`src/rtl/hazard_pkg.sv`:
```
// Shared pipeline definitions for the hazard controller: select encodings,
// scoreboard entry layout and the hard-wired zero register.
package hazard_pkg;

   localparam int ADDR_W = 6;

   localparam logic [1:0] BSRC_REG = 2'b00;
   localparam logic [1:0] BSRC_MEM = 2'b10;
   localparam logic [1:0] BSRC_WB  = 2'b11;

   localparam logic [1:0] FWD_REG = 2'b00;
   localparam logic [1:0] FWD_MEM = 2'b01;
   localparam logic [1:0] FWD_WB  = 2'b10;

   localparam logic [ADDR_W-1:0] REG_ZERO = 6'd0;

   typedef struct packed {
      logic              valid;
      logic [ADDR_W-1:0] waddr;
      logic              is_load;
   } sb_entry_t;

   localparam int SB_ENTRY_W = $bits(sb_entry_t);

   // EX additionally remembers what it reads, for operand forwarding.
   typedef struct packed {
      sb_entry_t         ent;
      logic [ADDR_W-1:0] src1;
      logic [ADDR_W-1:0] src2;
      logic              use1;
      logic              use2;
   } ex_entry_t;

endpackage

```
`src/rtl/hazard_match.sv`:
```
// Single source/destination comparator; integer r0 never matches.
module hazard_match
   import hazard_pkg::*;
(
   input  logic              valid,
   input  logic              used,
   input  logic [ADDR_W-1:0] src,
   input  logic [ADDR_W-1:0] dst,
   output logic              match
);

   assign match = valid && used && (src == dst) && (src != REG_ZERO);

endmodule

```
`src/rtl/hazard_ctl.sv`:
```
// Interlock/forwarding controller with an EX/MEM/WB destination scoreboard.
// Multi-cycle FPU occupancy of EX is built only with HAZARD_FPU_MULTICYCLE_EN.
module hazard_ctl
   import hazard_pkg::*;
#(
   parameter int FPU_LATENCY = 4
) (
   input  logic              clk,
   input  logic              reset,
   input  logic [ADDR_W-1:0] DecRs1,
   input  logic [ADDR_W-1:0] DecRs2,
   input  logic              DecUses1,
   input  logic              DecUses2,
   input  logic              DecIsBranch,
   input  logic              DecRegWE,
   input  logic [ADDR_W-1:0] DecRegWAddr,
   input  logic              DecIsLoad,
   input  logic              DecFPMulti,
   output logic              Stall,
   output logic              Bubble,
   output logic [1:0]        BranchSrc,
   output logic [1:0]        ForwardA,
   output logic [1:0]        ForwardB,
   output logic              FPUBusy
);

   localparam int NM = 8;
   // Comparator slots: decode rs1 vs EX/MEM/WB, decode rs2 vs EX,
   // EX src1 vs MEM/WB, EX src2 vs MEM/WB.
   localparam int M_D1_EX = 0, M_D1_MEM = 1, M_D1_WB = 2, M_D2_EX = 3;
   localparam int M_E1_MEM = 4, M_E1_WB = 5, M_E2_MEM = 6, M_E2_WB = 7;

   ex_entry_t ex_q, ex_d;
   sb_entry_t mem_q, mem_d, wb_q, wb_d;

   logic              fpu_busy;
   logic              load_use, branch_stall, stall;
   logic [NM-1:0]     m_valid, m_used, m_hit;
   logic [ADDR_W-1:0] m_src [NM];
   logic [ADDR_W-1:0] m_dst [NM];

   always_comb begin
      m_valid = '0;
      m_used  = '0;
      for (int i = 0; i < NM; i++) begin
         m_src[i] = REG_ZERO;
         m_dst[i] = REG_ZERO;
      end
      m_valid[M_D1_EX]  = ex_q.ent.valid;  m_used[M_D1_EX]  = DecUses1;
      m_src[M_D1_EX]    = DecRs1;          m_dst[M_D1_EX]   = ex_q.ent.waddr;
      m_valid[M_D1_MEM] = mem_q.valid;     m_used[M_D1_MEM] = DecUses1;
      m_src[M_D1_MEM]   = DecRs1;          m_dst[M_D1_MEM]  = mem_q.waddr;
      m_valid[M_D1_WB]  = wb_q.valid;      m_used[M_D1_WB]  = DecUses1;
      m_src[M_D1_WB]    = DecRs1;          m_dst[M_D1_WB]   = wb_q.waddr;
      m_valid[M_D2_EX]  = ex_q.ent.valid;  m_used[M_D2_EX]  = DecUses2;
      m_src[M_D2_EX]    = DecRs2;          m_dst[M_D2_EX]   = ex_q.ent.waddr;
      m_valid[M_E1_MEM] = mem_q.valid;     m_used[M_E1_MEM] = ex_q.use1;
      m_src[M_E1_MEM]   = ex_q.src1;       m_dst[M_E1_MEM]  = mem_q.waddr;
      m_valid[M_E1_WB]  = wb_q.valid;      m_used[M_E1_WB]  = ex_q.use1;
      m_src[M_E1_WB]    = ex_q.src1;       m_dst[M_E1_WB]   = wb_q.waddr;
      m_valid[M_E2_MEM] = mem_q.valid;     m_used[M_E2_MEM] = ex_q.use2;
      m_src[M_E2_MEM]   = ex_q.src2;       m_dst[M_E2_MEM]  = mem_q.waddr;
      m_valid[M_E2_WB]  = wb_q.valid;      m_used[M_E2_WB]  = ex_q.use2;
      m_src[M_E2_WB]    = ex_q.src2;       m_dst[M_E2_WB]   = wb_q.waddr;
   end

   for (genvar g = 0; g < NM; g++) begin : g_match
      hazard_match u_match (
         .valid (m_valid[g]),
         .used  (m_used[g]),
         .src   (m_src[g]),
         .dst   (m_dst[g]),
         .match (m_hit[g])
      );
   end

   always_comb begin
      load_use     = ex_q.ent.is_load && (m_hit[M_D1_EX] || m_hit[M_D2_EX]);
      branch_stall = DecIsBranch &&
                     (m_hit[M_D1_EX] || (m_hit[M_D1_MEM] && mem_q.is_load));
      stall        = load_use || branch_stall || fpu_busy;

      // A MEM hit that survives the branch-stall check is never a load.
      BranchSrc = BSRC_REG;
      if (DecIsBranch && !branch_stall) begin
         if (m_hit[M_D1_MEM])     BranchSrc = BSRC_MEM;
         else if (m_hit[M_D1_WB]) BranchSrc = BSRC_WB;
      end

      ForwardA = FWD_REG;
      if (m_hit[M_E1_MEM])     ForwardA = FWD_MEM;
      else if (m_hit[M_E1_WB]) ForwardA = FWD_WB;

      ForwardB = FWD_REG;
      if (m_hit[M_E2_MEM])     ForwardB = FWD_MEM;
      else if (m_hit[M_E2_WB]) ForwardB = FWD_WB;
   end

   assign Stall   = stall;
   assign Bubble  = stall;
   assign FPUBusy = fpu_busy;

   always_comb begin
      wb_d  = mem_q;
      mem_d = ex_q.ent;
      ex_d  = '0;
      if (fpu_busy) begin
         // EX is held by the FPU op; MEM gets the only bubble.
         ex_d  = ex_q;
         mem_d = '0;
      end else if (!stall) begin
         ex_d.ent.valid   = DecRegWE;
         ex_d.ent.waddr   = DecRegWAddr;
         ex_d.ent.is_load = DecIsLoad;
         ex_d.src1        = DecRs1;
         ex_d.src2        = DecRs2;
         ex_d.use1        = DecUses1;
         ex_d.use2        = DecUses2;
      end
   end

   always_ff @(posedge clk or posedge reset) begin
      if (reset) begin
         ex_q  <= '0;
         mem_q <= '0;
         wb_q  <= '0;
      end else begin
         ex_q  <= ex_d;
         mem_q <= mem_d;
         wb_q  <= wb_d;
      end
   end

`ifdef HAZARD_FPU_MULTICYCLE_EN
   localparam int CW = (FPU_LATENCY > 2) ? $clog2(FPU_LATENCY) : 1;

   logic [CW-1:0] busy_cnt_q, busy_cnt_d;

   always_comb begin
      busy_cnt_d = busy_cnt_q;
      if (busy_cnt_q != '0)
         busy_cnt_d = busy_cnt_q - CW'(1);
      else if (!stall && DecFPMulti)
         busy_cnt_d = CW'(FPU_LATENCY - 1);
   end

   always_ff @(posedge clk or posedge reset) begin
      if (reset) busy_cnt_q <= '0;
      else       busy_cnt_q <= busy_cnt_d;
   end

   assign fpu_busy = (busy_cnt_q != '0);
`else
   logic unused_fpu_multi;
   assign unused_fpu_multi = DecFPMulti;
   assign fpu_busy         = 1'b0;
`endif

endmodule

```
`config.mk`:
```
export PLATFORM = sky130hd
export DESIGN_NAME = hazard_ctl
export DESIGN_NICKNAME = d
export VERILOG_FILES = /design/src/rtl/hazard_pkg.sv /design/src/rtl/hazard_match.sv /design/src/rtl/hazard_ctl.sv
export SDC_FILE = /design/constraint.sdc
export NUM_CORES = 1
export LEC_CHECK = 0
export ABC_AREA = 1
export BUFFER_PORTS_ARGS = -buffer_cell sky130_fd_sc_hd__buf_2
export CORE_ASPECT_RATIO = 0.5
export CORE_UTILIZATION = 52
export CTS_BUF_LIST = sky130_fd_sc_hd__clkbuf_4
export DETAILED_ROUTE_END_ITERATION = 16
export GPL_TIMING_DRIVEN = 0
export HOLD_SLACK_MARGIN = 0.1
export PLACE_DENSITY = 0.8
export SLEW_MARGIN = 0
export SYNTH_ARGS = -nofsm -noshare
export SYNTH_HDL_FRONTEND = slang
export SYNTH_SLANG_ARGS = --single-unit
```
`constraint.sdc`:
```
create_clock -name clk -period 1.3 [get_ports clk]
set_input_delay 0.13 -clock clk [delete_from_list [all_inputs] [get_ports clk]]
set_output_delay 0.13 -clock clk [all_outputs]
set_load 0.005 [all_outputs]
```
==> run summary <==
Post-DP Area -> 2180 sq um
Most used flip-flop cell after synthesis -> dfrtp_1
Placed instance count -> 332
Worst-Skew Late Latency -> 370 ps
Layout cell share with drive strength beyond 1 -> 35.4%
Yosys cell types -> 24
Gp weighted congestion -> 0.924
Via count -> 2126
Worst hold-check path type -> in2reg
WL per Instance -> 15.9 um
Port bufs -> 32
Reg-to-Reg End -> ex_q[15]$_DFF_PP0_
Final Worst Setup Slack -> -710 ps
Die Span X -> 88.7 um
Clk sink count -> 37
Reg2Reg Setup Slack -> -410 ps
Clock Tree Buf Depth -> 2
Max stage delay cell, worst path -> dfrtp_2
Detailed Route WL -> 6220 um
Most used cell, CP -> nand2_1
# IOs -> 35
Most frequent cells in the layout -> nand2_1, nor2_1, inv_1
Total CTS buffers -> 5
WHS -> 115 ps
RSZ-0062 raised after global routing -> true
Final setup vio count -> 30
WHS Endpoint -> ex_q[8]$_DFF_PP0_
Critical path cell sequence -> nand2_1, nand2_1, inv_1, nand2_1, nor2_2, nand4_1, nand2_1, nand2_1, nand2_2, buf_6, buf_4, buf_4
Period utilisation layout -> 155%
Number of max-cap violations -> 0
Setup Slack @ Placement -> -412 ps
GRT Overall Usage -> 31.7%
Final nets -> 364
Number of remaining DRC errors -> 0
Crit path time final -> 2010 ps
CP max stage delay -> 460 ps
Cell Area, Synth -> 1960 sq um
CP Class -> reg2out
Ys Warns -> 0
CP endpoint kind -> primary output
P&R area growth vs syn -> 44.0%
Global-route wire length before repair -> 9000 um
Util after Layout -> 80.2%
DR iter-0 viols -> 254
H-tree levels -> 2
LEAKAGE -> 1.42 nW
WP data required -> 1170 ps
Number of synthesized flops with an enable pin -> 0
Pin count of the biggest net entering global routing -> 38
Arrival time at the worst endpoint -> 1880 ps
Clock root buffer -> clkbuf_4
HP Start -> DecRs1[0]
R2r startpoint -> m_dst[7]$_DFF_PP0_
Reg clk slew, reported paths -> 120 ps
Die H -> 45.4 um
Slew headroom -> 49.4%
Final non-filler cell total -> 390
Detail Route Antenna Nets -> 0
Vias per cell -> 5.45
Fmax achieved -> 497 MHz
Worst-Margin Slew -> 758 ps
Row count -> 15
Mapped Nets -> 275
Post-synthesis cell count -> 249
Worst r2r path cells -> 13
Pwr Density -> 869 nW/um^2
Initial antenna violation count -> 0
Final instance area -> 2820 sq um
Grt ovf -> 0
Status -> finished with violations
Startpoint types -> flip-flop
#FFs+latches synth -> 37
Die area -> 4030 sq um
Asr flop ratio synth -> 100%
Most common cell after layout, fill and taps aside -> nand2_1
Ant diodes -> 0
Failing checks -> negative setup slack
Hold Vio Cnt, Final -> 0
Vias in the first global route -> 1936
Crit Path Max Fanout -> 5
Max VDD drop -> 0.557 mV
Sequential fraction of the synthesis area -> 47.3%
Clock Skews -> 20.6 ps
Initial Utilization -> 55.7%
Avg Cell Area, Syn -> 7.85 sq um
Hold path depth -> 3
Drt pass-1 iters -> 5
Detailed placement HPWL -> 3550 um
Final Slew Violations -> 0
CTS tree -> yes
Core Box Area -> 3510 sq um
power breakdown:
group / switching [W] / internal (W) / leakage [nW]
clock: 0.000409 / 0.000205 / 0.0326
sequential: 0.0000729 / 0.00122 / 0.425
combinational: 0.000279 / 0.000263 / 0.965
synthesized netlist by cell type (all sizes together), types with 2 or more instances:
master / count / share of area (%)
nand2: 46 / 9.0
or2: 5 / 1.6
o22ai: 7 / 2.2
xor2: 3 / 1.3
nand4: 7 / 2.2
a21oi: 7 / 1.8
o211ai: 4 / 1.5
nor3: 2 / 0.51
nand3: 16 / 4.1
dfrtp: 37 / 47
inv: 43 / 8.3
xnor2: 14 / 6.3
nor2: 46 / 9.1
buf: 6 / 2.7
metal layers:
layer,up-vias,track usage [%],share of wire [%]
met5,-,0,0
met1,959,39.0,38
met4,0,13.2,4.9
met3,44,8.78,12
met2,165,54.0,45
li1,958,-,-
worst max-delay path: cells and delay by family (launching register included):
family                 cells  cell delay (ps)
buffers and inverters      4              380
DFF                        1              460
and+or+nand+nor            8              660
logic make-up after synthesis:
family / Yosys count / synth area share (%)
AND/OR/NAND/NOR: 123 / 26.8
buffers and inverters: 49 / 10.9
flip-flops: 37 / 47.3
AO/OA/AOI/OAI: 22 / 7.10
XOR/XNOR: 17 / 7.61
other: 1 / 0.192
sequential cells by signal, indices dropped and copies added, names as in the netlist:
register,flops
ex_q,22
m_dst,12
m_valid,2
mem_q,1
worst max path at each step:
stage,from,endpoint,slack [ps]
2_1_floorplan,ex_q[19]$_DFF_PP0_,Stall,-120
3_3_place_gp,m_dst[8]$_DFF_PP0_,Stall,-400
3_5_place_dp,m_dst[8]$_DFF_PP0_,Stall,-410
4_1_cts,ex_q[17]$_DFF_PP0_,Stall,-640
5_1_grt,m_dst[7]$_DFF_PP0_,Stall,-810
6_report,m_dst[7]$_DFF_PP0_,Stall,-710
final cells by class:
class	instances	area, sq um
buffer	6	52.6
clock buffer	5	37.5
clock inverter	3	17.5
fill	203	693
inverter	43	164
multi-input combinational	163	923
sequential	37	935
tap	51	63.8
timing repair buffer	82	623
stage by stage:
| stage | TNS [ps] | total power, W |
|---|---|---|
| CTS | -8990 | 0.00234 |
| global placement | -8350 | 0.00163 |
| detailed placement | -10380 | 0.00164 |
| floorplan | -456 | 0.00151 |
| global route | -14180 | 0.00255 |
| finish | -11500 | 0.00245 |
repair_timing:
action / 4_1_cts / 5_1_grt
resized for setup: 26 / 25
pin swaps: 18 / 18
hold buffers: 19 / 1
cloned: 1 / 0
setup buffers: 21 / 10
endpoints found under the setup margin: 30 / 30
hold endpoints to repair: 19 / 37
No activity file was read; power rests on OpenSTA's default activity.
